## src/rtl/simple_pkg.sv

```systemverilog
// Shared types and constants for the five-phase SIMPLE datapath controller.
package simple_pkg;

   typedef enum logic [1:0] {IDLE, RUN, STEP, HALTED} state_t;

   localparam logic [2:0] P_NONE = 3'd0;
   localparam logic [2:0] P1     = 3'd1;
   localparam logic [2:0] P2     = 3'd2;
   localparam logic [2:0] P3     = 3'd3;
   localparam logic [2:0] P4     = 3'd4;
   localparam logic [2:0] P5     = 3'd5;

   localparam int unsigned NUM_PHASES = 5;

endpackage

```

## src/rtl/phase_timer.sv

```systemverilog
// Phase window timer: sub-cycle counter plus phase index, exposing next-cycle
// phase-high vector and phase so the caller can register them without lag.
module phase_timer
   import simple_pkg::*;
#(
   parameter int unsigned PHASE_CYCLES = 2
) (
   input  logic                  clock,
   input  logic                  reset,
   input  logic                  load,
   input  logic                  wrap,
   output logic                  boundary,
   output logic [NUM_PHASES-1:0] nxt_hi,
   output logic [2:0]            nxt_phase
);

   localparam int unsigned CW = (PHASE_CYCLES > 1) ? $clog2(PHASE_CYCLES) : 1;

   logic [CW-1:0] cnt, n_cnt;
   logic [2:0]    idx, n_idx;

   assign boundary = (idx == P5) && (cnt == CW'(PHASE_CYCLES - 1));

   always_comb begin
      n_cnt = cnt;
      n_idx = idx;
      if (load) begin
         n_idx = P1;
         n_cnt = '0;
      end else if (idx != P_NONE) begin
         if (cnt == CW'(PHASE_CYCLES - 1)) begin
            n_cnt = '0;
            case (idx)
               P1:      n_idx = P2;
               P2:      n_idx = P3;
               P3:      n_idx = P4;
               P4:      n_idx = P5;
               P5:      n_idx = wrap ? P1 : P_NONE;
               default: n_idx = P_NONE;
            endcase
         end else begin
            n_cnt = cnt + 1'b1;
         end
      end
   end

   always_comb begin
      nxt_hi    = '0;
      nxt_phase = n_idx;
      if ((n_idx != P_NONE) && (n_cnt == '0))
         nxt_hi = NUM_PHASES'(1) << (n_idx - 3'd1);
   end

   always_ff @(posedge clock) begin
      if (reset) begin
         cnt <= '0;
         idx <= P_NONE;
      end else begin
         cnt <= n_cnt;
         idx <= n_idx;
      end
   end

endmodule

```

## src/rtl/phase_sequencer.sv

```systemverilog
// Run/stop/step/halt controller driving the five phase clocks in rotation,
// with pending stop/halt honoured only at the end of the phase-5 window.
module phase_sequencer
   import simple_pkg::*;
#(
   parameter int unsigned PHASE_CYCLES = 2,
   parameter int unsigned COUNT_W      = 16
) (
   input  logic               clock,
   input  logic               reset,
   input  logic               start,
   input  logic               stop,
   input  logic               step,
   input  logic               haltin,
   output logic               clockp1,
   output logic               clockp2,
   output logic               clockp3,
   output logic               clockp4,
   output logic               clockp5,
   output logic [2:0]         phase,
   output logic               running,
   output logic               halted,
   output logic [COUNT_W-1:0] instcount
);

   state_t                  state, nstate;
   logic                    halt_pending, stop_pending;
   logic                    halt_now, stop_now;
   logic                    load, wrap, boundary;
   logic [NUM_PHASES-1:0]   nxt_hi;
   logic [2:0]              nxt_phase;

   phase_timer #(.PHASE_CYCLES(PHASE_CYCLES)) u_timer (
      .clock     (clock),
      .reset     (reset),
      .load      (load),
      .wrap      (wrap),
      .boundary  (boundary),
      .nxt_hi    (nxt_hi),
      .nxt_phase (nxt_phase)
   );

   // haltin only counts once decode has latched it (phases 3..5); a stop
   // arriving in the boundary cycle itself still applies to that boundary.
   always_comb begin
      halt_now = halt_pending | (haltin & ((phase == P3) | (phase == P4) | (phase == P5)));
      stop_now = stop_pending | (stop & (state == RUN));
      nstate   = state;
      load     = 1'b0;
      case (state)
         IDLE: begin
            if (start && !stop) begin
               nstate = RUN;
               load   = 1'b1;
            end else if (step && !start) begin
               nstate = STEP;
               load   = 1'b1;
            end
         end
         RUN, STEP: begin
            if (boundary) begin
               if (halt_now)
                  nstate = HALTED;
               else if (stop_now || (state == STEP))
                  nstate = IDLE;
            end
         end
         default: nstate = state;
      endcase
      wrap = (nstate == RUN);
   end

   always_ff @(posedge clock) begin
      if (reset) begin
         state        <= IDLE;
         halt_pending <= 1'b0;
         stop_pending <= 1'b0;
         {clockp5, clockp4, clockp3, clockp2, clockp1} <= '0;
         phase        <= P_NONE;
         running      <= 1'b0;
         halted       <= 1'b0;
         instcount    <= '0;
      end else begin
         state        <= nstate;
         halt_pending <= halt_now;
         stop_pending <= stop_now && (nstate != IDLE);
         {clockp5, clockp4, clockp3, clockp2, clockp1} <= nxt_hi;
         phase        <= nxt_phase;
         running      <= (nstate == RUN) || (nstate == STEP);
         halted       <= (nstate == HALTED);
         if (boundary)
            instcount <= instcount + COUNT_W'(1);
      end
   end

endmodule

```

## config.mk

```make
export PLATFORM = sky130hd
export DESIGN_NAME = phase_sequencer
export DESIGN_NICKNAME = d
export VERILOG_FILES = /design/src/rtl/simple_pkg.sv /design/src/rtl/phase_timer.sv /design/src/rtl/phase_sequencer.sv
export SDC_FILE = /design/constraint.sdc
export NUM_CORES = 1
export LEC_CHECK = 0
export CORE_ASPECT_RATIO = 0.8
export CORE_UTILIZATION = 50
export CTS_BUF_LIST = sky130_fd_sc_hd__clkbuf_4 sky130_fd_sc_hd__clkbuf_8
export DETAILED_ROUTE_END_ITERATION = 10
export PLACE_DENSITY = 0.85
export SETUP_SLACK_MARGIN = 0.15
export SYNTH_ARGS = -nofsm -noshare
export SYNTH_HDL_FRONTEND = slang
export SYNTH_HIERARCHICAL = 1
export SYNTH_SLANG_ARGS = --single-unit
```

## constraint.sdc

```tcl
create_clock -name clock -period 6.6 [get_ports clock]
set_input_delay 0.66 -clock clock [delete_from_list [all_inputs] [get_ports clock]]
set_output_delay 0.66 -clock clock [all_outputs]
set_load 0.02 [all_outputs]
```

==> flow_summary.json <==
{
  "diodes": 0,
  "ant_nets": 0,
  "p_leak_nw": 0.829,
  "syn-cell-area_sq_um": 1710,
  "final_layout_size_suffix_gt1_share_pct": 10.2,
  "coreArea_sq_um": 3180,
  "layoutNonFillerInstCount": 256,
  "num_vias": 1355,
  "synth_nets": 199,
  "grt_max_degree": 36,
  "min_path_type": "register to register",
  "synth-simple-area-share_pct": 32.8,
  "timing.final.ws_setup_ps": 2960,
  "worstPathRequired_ps": 6820,
  "num_rows": 18,
  "clk_pin_slew_ps": 60,
  "synth_cell_type_count": 43,
  "final.setup.tns_ps": 0,
  "grt_setup_unrepaired": "no",
  "cp_max_fo": 11,
  "preCtsSetupSlack_ps": 2820,
  "synth.most_common_cell": "dfxtp_1",
  "setup_viol": 0,
  "crit_type": "register to register",
  "hold_viol_final": 0,
  "post_cts_resized": 0,
  "r2r_end": "clockp2",
  "ir_worst_vdd_mv": 0.132,
  "synth_ff_type": "dfxtp_1",
  "wirelength_mm": 3.28,
  "grt_pass1_vias": 1165,
  "clock_skew_ps": 6.23,
  "synth-edff-count": 0,
  "die_h_um": 54.4,
  "drtIter0Drc": 75,
  "max_freq_mhz": 275,
  "synthMuxAreaShare_pct": 1.46,
  "ys_seq_elements": 34,
  "crit_cells": 14,
  "avgSynthCellArea_sq_um": 9.32,
  "gp_congestion": 0.831,
  "crit_path_start_kind": "register",
  "cts_buffers": 5,
  "setup.worst_path.end": "clockp2",
  "n_fill_cell": 260,
  "place_hpwl_mm": 2.28,
  "synth_xor_area_share_pct": 6.64,
  "drc": 0,
  "worst_setup_path_end_kind": "register",
  "antenna_found_initial": 0,
  "synthTopCellsByArea": "dfxtp_1, ha_1, nor2b_1",
  "cap_viol_max_count": 0,
  "path_cells": "nand2_1 -> nor2_1 -> nor2b_1 -> a21oi_1 -> or3_1 -> ha_1 -> and3b_1 -> a211oi_2 -> nor3_4 -> inv_2 -> nor2_1 -> ha_1 -> nor4b_2 -> nor2b_1",
  "firstDrtPassIters": 4,
  "avgViaCountPerCell": 5.29,
  "syn_to_final_growth_pct": 23.7,
  "slowest_delay_ps": 530,
  "placed_cells": 248,
  "die-area_sq_um": 3670,
  "start_util_pct": 54.0,
  "p_per_area_nw_per_um2": 216,
  "synth_top_family_by_area": "simple AND/OR/NAND/NOR gates",
  "drv_slew": 0,
  "clk_latency_ps": 290,
  "grt.overflow.total": 0,
  "synth-warning-count": 6,
  "ys_seq_area_share_pct": 39.7,
  "rr_worst_depth": 14,
  "io_buffers": 31,
  "path_buf_inv": 1,
  "slowest_stage": "dfxtp_1",
  "cts_max_level": 2,
  "min_period_ps": 3640,
  "synth_compound_gate_area_share_pct": 8.39,
  "synthArstFlopShare_pct": 0,
  "synth_adder_area_share_pct": 6.57,
  "r2r_start": "u_timer/cnt",
  "drt-wirelength-per-cell_um": 12.8,
  "crit_path_start": "u_timer/cnt",
  "arrival_ps": 3860,
  "clock_path_buffers": 2,
  "cts-root-buf": "clkbuf_8",
  "worstMarginPinSlew_ps": 590,
  "grt_pass1_wl_mm": 5.15,
  "crit_family": "simple AND/OR/NAND/NOR gates",
  "fp.dieW_um": 67.5,
  "grt_usage_pct": 19.7,
  "synth_common_cells": "dfxtp_1, nor2_1, nor2b_1",
  "synth_top_area_share_pct": 39.7,
  "cts_setup_buffers": 0,
  "hold_buffers": 0,
  "relSlewSlack_pct": 60.6,
  "clkSinkCount": 34,
  "ioPinCount": 32,
  "r2r_slack_ps": 2960,
  "cts_tree": "built",
  "design.final.nets": 230,
  "yosysTopAreaCell": "dfxtp_1",
  "finalCritPeriodShare_pct": 55.1,
  "netlist_instances": 184,
  "outcome": "finished clean"
}
==> stage by stage <==
stage	hold WS, ps	utilization, %	cell area [sq um]	total power, mW
3_5_place_dp	481	63.8	2030	0.305
2_1_floorplan	451	-	1710	0.285
6_report	494	66.8	2120	0.459
5_1_grt	545	66.8	2120	0.481
4_1_cts	498	66.8	2120	0.462
3_3_place_gp	477	63.8	2030	0.302
==> worst min path at each step <==
stage | from | to | cells past startpoint
floorplan | halt_pending | halt_pending | 2
global placement | halt_pending | halt_pending | 2
detailed placement | halt_pending | halt_pending | 2
CTS | halt_pending | halt_pending | 2
global route | instcount[11] | instcount[11] | 2
finish | halt_pending | halt_pending | 2
==> registers in the layout, summed over array words and instances, names as in the netlist <==
name	count
u_timer/idx	3
clockp4	1
instcount	16
u_timer/cnt	1
clockp2	1
phase	3
halted	1
stop_pending	1
halt_pending	1
clockp1	1
clockp3	1
running	1
clockp5	1
state	2
==> routing by layer <==
layer  up-vias  GRT usage (%)  routed length (um)
met5         -              0                   0
met4         0           11.3                  79
met3         7           4.58                 105
met2        22           29.7                1440
met1       633           25.6                1660
li1        693              -                   -
==> layout make-up <==
| cell class | count | area (sq um) | area share [%] |
|---|---|---|---|
| Multi-Input combinational cell | 137 | 958 | 45.2 |
| Clock buffer | 6 | 82.6 | 3.89 |
| Tap cell | 40 | 50.0 | 2.36 |
| Clock inverter | 2 | 12.5 | 0.590 |
| Inverter | 5 | 18.8 | 0.885 |
| Sequential cell | 34 | 681 | 32.1 |
| Timing Repair Buffer | 32 | 318 | 15.0 |
==> cells by family (layout without fill, tap and decap cells) <==
kind of cell,count (synthesis),count (layout)
and+or+nand+nor,91,91
DFF,34,34
AOI/OAI and AO/OA,22,22
xor gates and xnor gates,13,13
buffers and inverters,13,45
adders and majority gates,9,9
muxes,2,2
==> cell usage in the layout, fill, tap and decap left out, drive strengths merged, types with 2 or more instances in the layout <==
cell and instances:
dfxtp 34, clkdlybuf4s50 31, nor2 22, nor2b 18, a21oi 9, nand2 9
xor2 9, ha 9, nand3 7, o21ai 6, clkbuf 6, nor3 5
inv 5, nand2b 4, or3 4, xnor2 4, and4 4, and3 3
nor4b 3, nand4 3, nand3b 2, and2 2, a211oi 2, and4bb 2
==> worst min-delay path, cell delays in order (launching register included) <==
cell,delay (ps)
dfxtp_1,350
a21oi_1,50
nor2_1,70
==> report_power, final <==
group / total [mW] / internal, mW / switching [mW] / leakage [nW]
Clock: 0.159 / 0.0837 / 0.0751 / 0.0472
Combinational: 0.0774 / 0.0352 / 0.0422 / 0.506
Sequential: 0.222 / 0.213 / 0.00900 / 0.275
Total: 0.459 / 0.332 / 0.126 / 0.829
No activity file was read; power rests on OpenSTA's default activity.
==> variant: new RTL, config.mk and constraints unchanged <==
`PHASE_CYCLES` is set to 2 in 2 places; all go to 4.
--- a/src/rtl/phase_timer.sv
+++ b/src/rtl/phase_timer.sv
@@ -3,7 +3,7 @@
 module phase_timer
    import simple_pkg::*;
 #(
-   parameter int unsigned PHASE_CYCLES = 2
+   parameter int unsigned PHASE_CYCLES = 4
 ) (
    input  logic                  clock,
    input  logic                  reset,
--- a/src/rtl/phase_sequencer.sv
+++ b/src/rtl/phase_sequencer.sv
@@ -3,7 +3,7 @@
 module phase_sequencer
    import simple_pkg::*;
 #(
-   parameter int unsigned PHASE_CYCLES = 2,
+   parameter int unsigned PHASE_CYCLES = 4,
    parameter int unsigned COUNT_W      = 16
 ) (
    input  logic               clock,
Function: changed (a bounded check fails within 4 cycles, from zero or initial values and one cycle with reset high).
==> variant against the unedited design <==
  * Clock power rose by 22%
  * Cell area rose by 5.3%
  * Largest power group unchanged
  * Power up 5.3%
  * Critical path type unchanged
  * Fmax rose by 0.95%
  * Setup slack better by 0.034 ns
  * Largest cell class unchanged
  * Routed wire length grew 4.4%
  * Sequential cell count is 1 higher
  * Critical path depth unchanged
  * Synthesized area up 5.3%
  * First-iteration DRC count up 15%
==> variant: results <==
clock_tree:
  ctsLongestPathBuffers: 2
  cts_resized: 0
  post-cts-setup-buffers: 0
  clk_pin_slew_worst_paths_ns: 0.08
global_routing:
  grt_antenna_before_repair: 0
  grt_pass1_vias: 1317
  use_met3_pct: 5.616
  use_met2_pct: 28.02
  met1_usage_pct: 26.46
  grt_max_degree: 37
  grt_usage_pct: 18.94
  grt_pass1_wl_mm: 5.899
hold_path:
  hold_path_class: "reg2reg"
worst_setup_path:
  crit_path_max_incr_delay_ns: 0.47
  r2r-end: "clockp3"
  crit_path_start: "u_timer/cnt[0]"
  cp_top_family: "simple AND/OR/NAND/NOR gates"
  cp_slowest_cell: "nor2_1"
  worst_ep_arrival_time_ns: 3.83
  reg2regPathDepth: 14
  worstPathMaxFanout: 12
  r2r_slack_ns: 2.99
status:
  outcome: "finished, final reports clean"
synth:
  synth_warnings: 6
  ys_top_cells_by_area: "dfxtp_1 39%, nor2b_1 7.3%, ha_1 6.9%"
  synth_flop_cell: "dfxtp_1"
  synth_cell_type_count: 46
  synthesis.nets: 219
  synthTopCellsByCount: "35 x dfxtp_1, 24 x nor2_1, 21 x nor2b_1, 11 x nand2_1"
  seq_area_frac_synth_pct: 38.81
  synthCells: 203
  synth_edf_count: 0
  synthArstFlopShare_pct: 0
placed_design:
  dp.cells: 267
  dp.final_hpwl_mm: 2.386
  globalplace.congestion: 0.8267
  portBuffers: 31
drt:
  drt_first_pass_iters: 5
  wl_mm: 3.429
  wl_met3_microns: 148
  num_vias: 1453
  wl_met1_mm: 1.792
  top_layer: "met4"
  drt_iter0_drc: 86
  route.met2.wl_mm: 1.444
final_layout:
  nFillCells: 293
  nets: 248
  final_cells: 275
  drive_gt1_share_pct: 8.155
  reg_top3: "instcount (16), phase (3), u_timer/idx (3)"
timing:
  setup_violations: 0
  fin_skew_ns: 0.007853
  relSlewSlack_pct: 52.29
power:
  p_leak_nw: 0.8965
  ir_drop_uv: 88.77
job:
  drv_cap: 0
variant: through the flow:
step / util, % / worst slack, ns / total power, mW / area, sq um
after CTS: 64.76 / 3.040 / 0.4862 / 2232
after global placement: 61.49 / 3.190 / 0.2918 / 2120
after detailed placement: 61.49 / 3.056 / 0.2933 / 2120
after floorplan: - / 3.558 / 0.2730 / 1805
after global routing: 64.76 / 2.725 / 0.5066 / 2232
final: 64.76 / 2.995 / 0.4830 / 2232
variant: area by class of cell:
cell class                      count  share of cell area [%]
Multi-Input combinational cell    153                   46.13
Timing Repair Buffer               32                   14.24
Inverter                            5                  0.8408
Clock inverter                      3                   1.962
Clock buffer                        5                   3.083
Tap cell                           42                   2.354
Sequential cell                    35                   31.39
variant: cell families (layout without fill, tap and decap cells):
| kind of cell | count (synthesis) | after routing | share of synthesized area (%) |
|---|---|---|---|
| AOI/OAI and AO/OA | 28 | 28 | 10.53 |
| xor gates and xnor gates | 12 | 12 | 5.822 |
| adders and majority gates | 10 | 10 | 6.930 |
| buffers and inverters | 15 | 45 | 4.157 |
| DFF | 35 | 35 | 38.81 |
| muxes | 5 | 5 | 3.049 |
| and+or+nand+nor | 98 | 98 | 30.70 |
variant: worst min path at each step:
stage | slack [ns] | endpoint | startpoint
floorplan | 0.45 | halt_pending | halt_pending
global placement | 0.47 | halt_pending | halt_pending
detailed placement | 0.48 | halt_pending | halt_pending
CTS | 0.51 | halt_pending | halt_pending
global route | 0.53 | instcount[14] | instcount[14]
finish | 0.52 | instcount[14] | instcount[14]
variant: power breakdown:
group	switching (mW)	internal (mW)
Combinational	0.0345	0.0305
Clock	0.0814	0.112
Sequential	0.00639	0.218
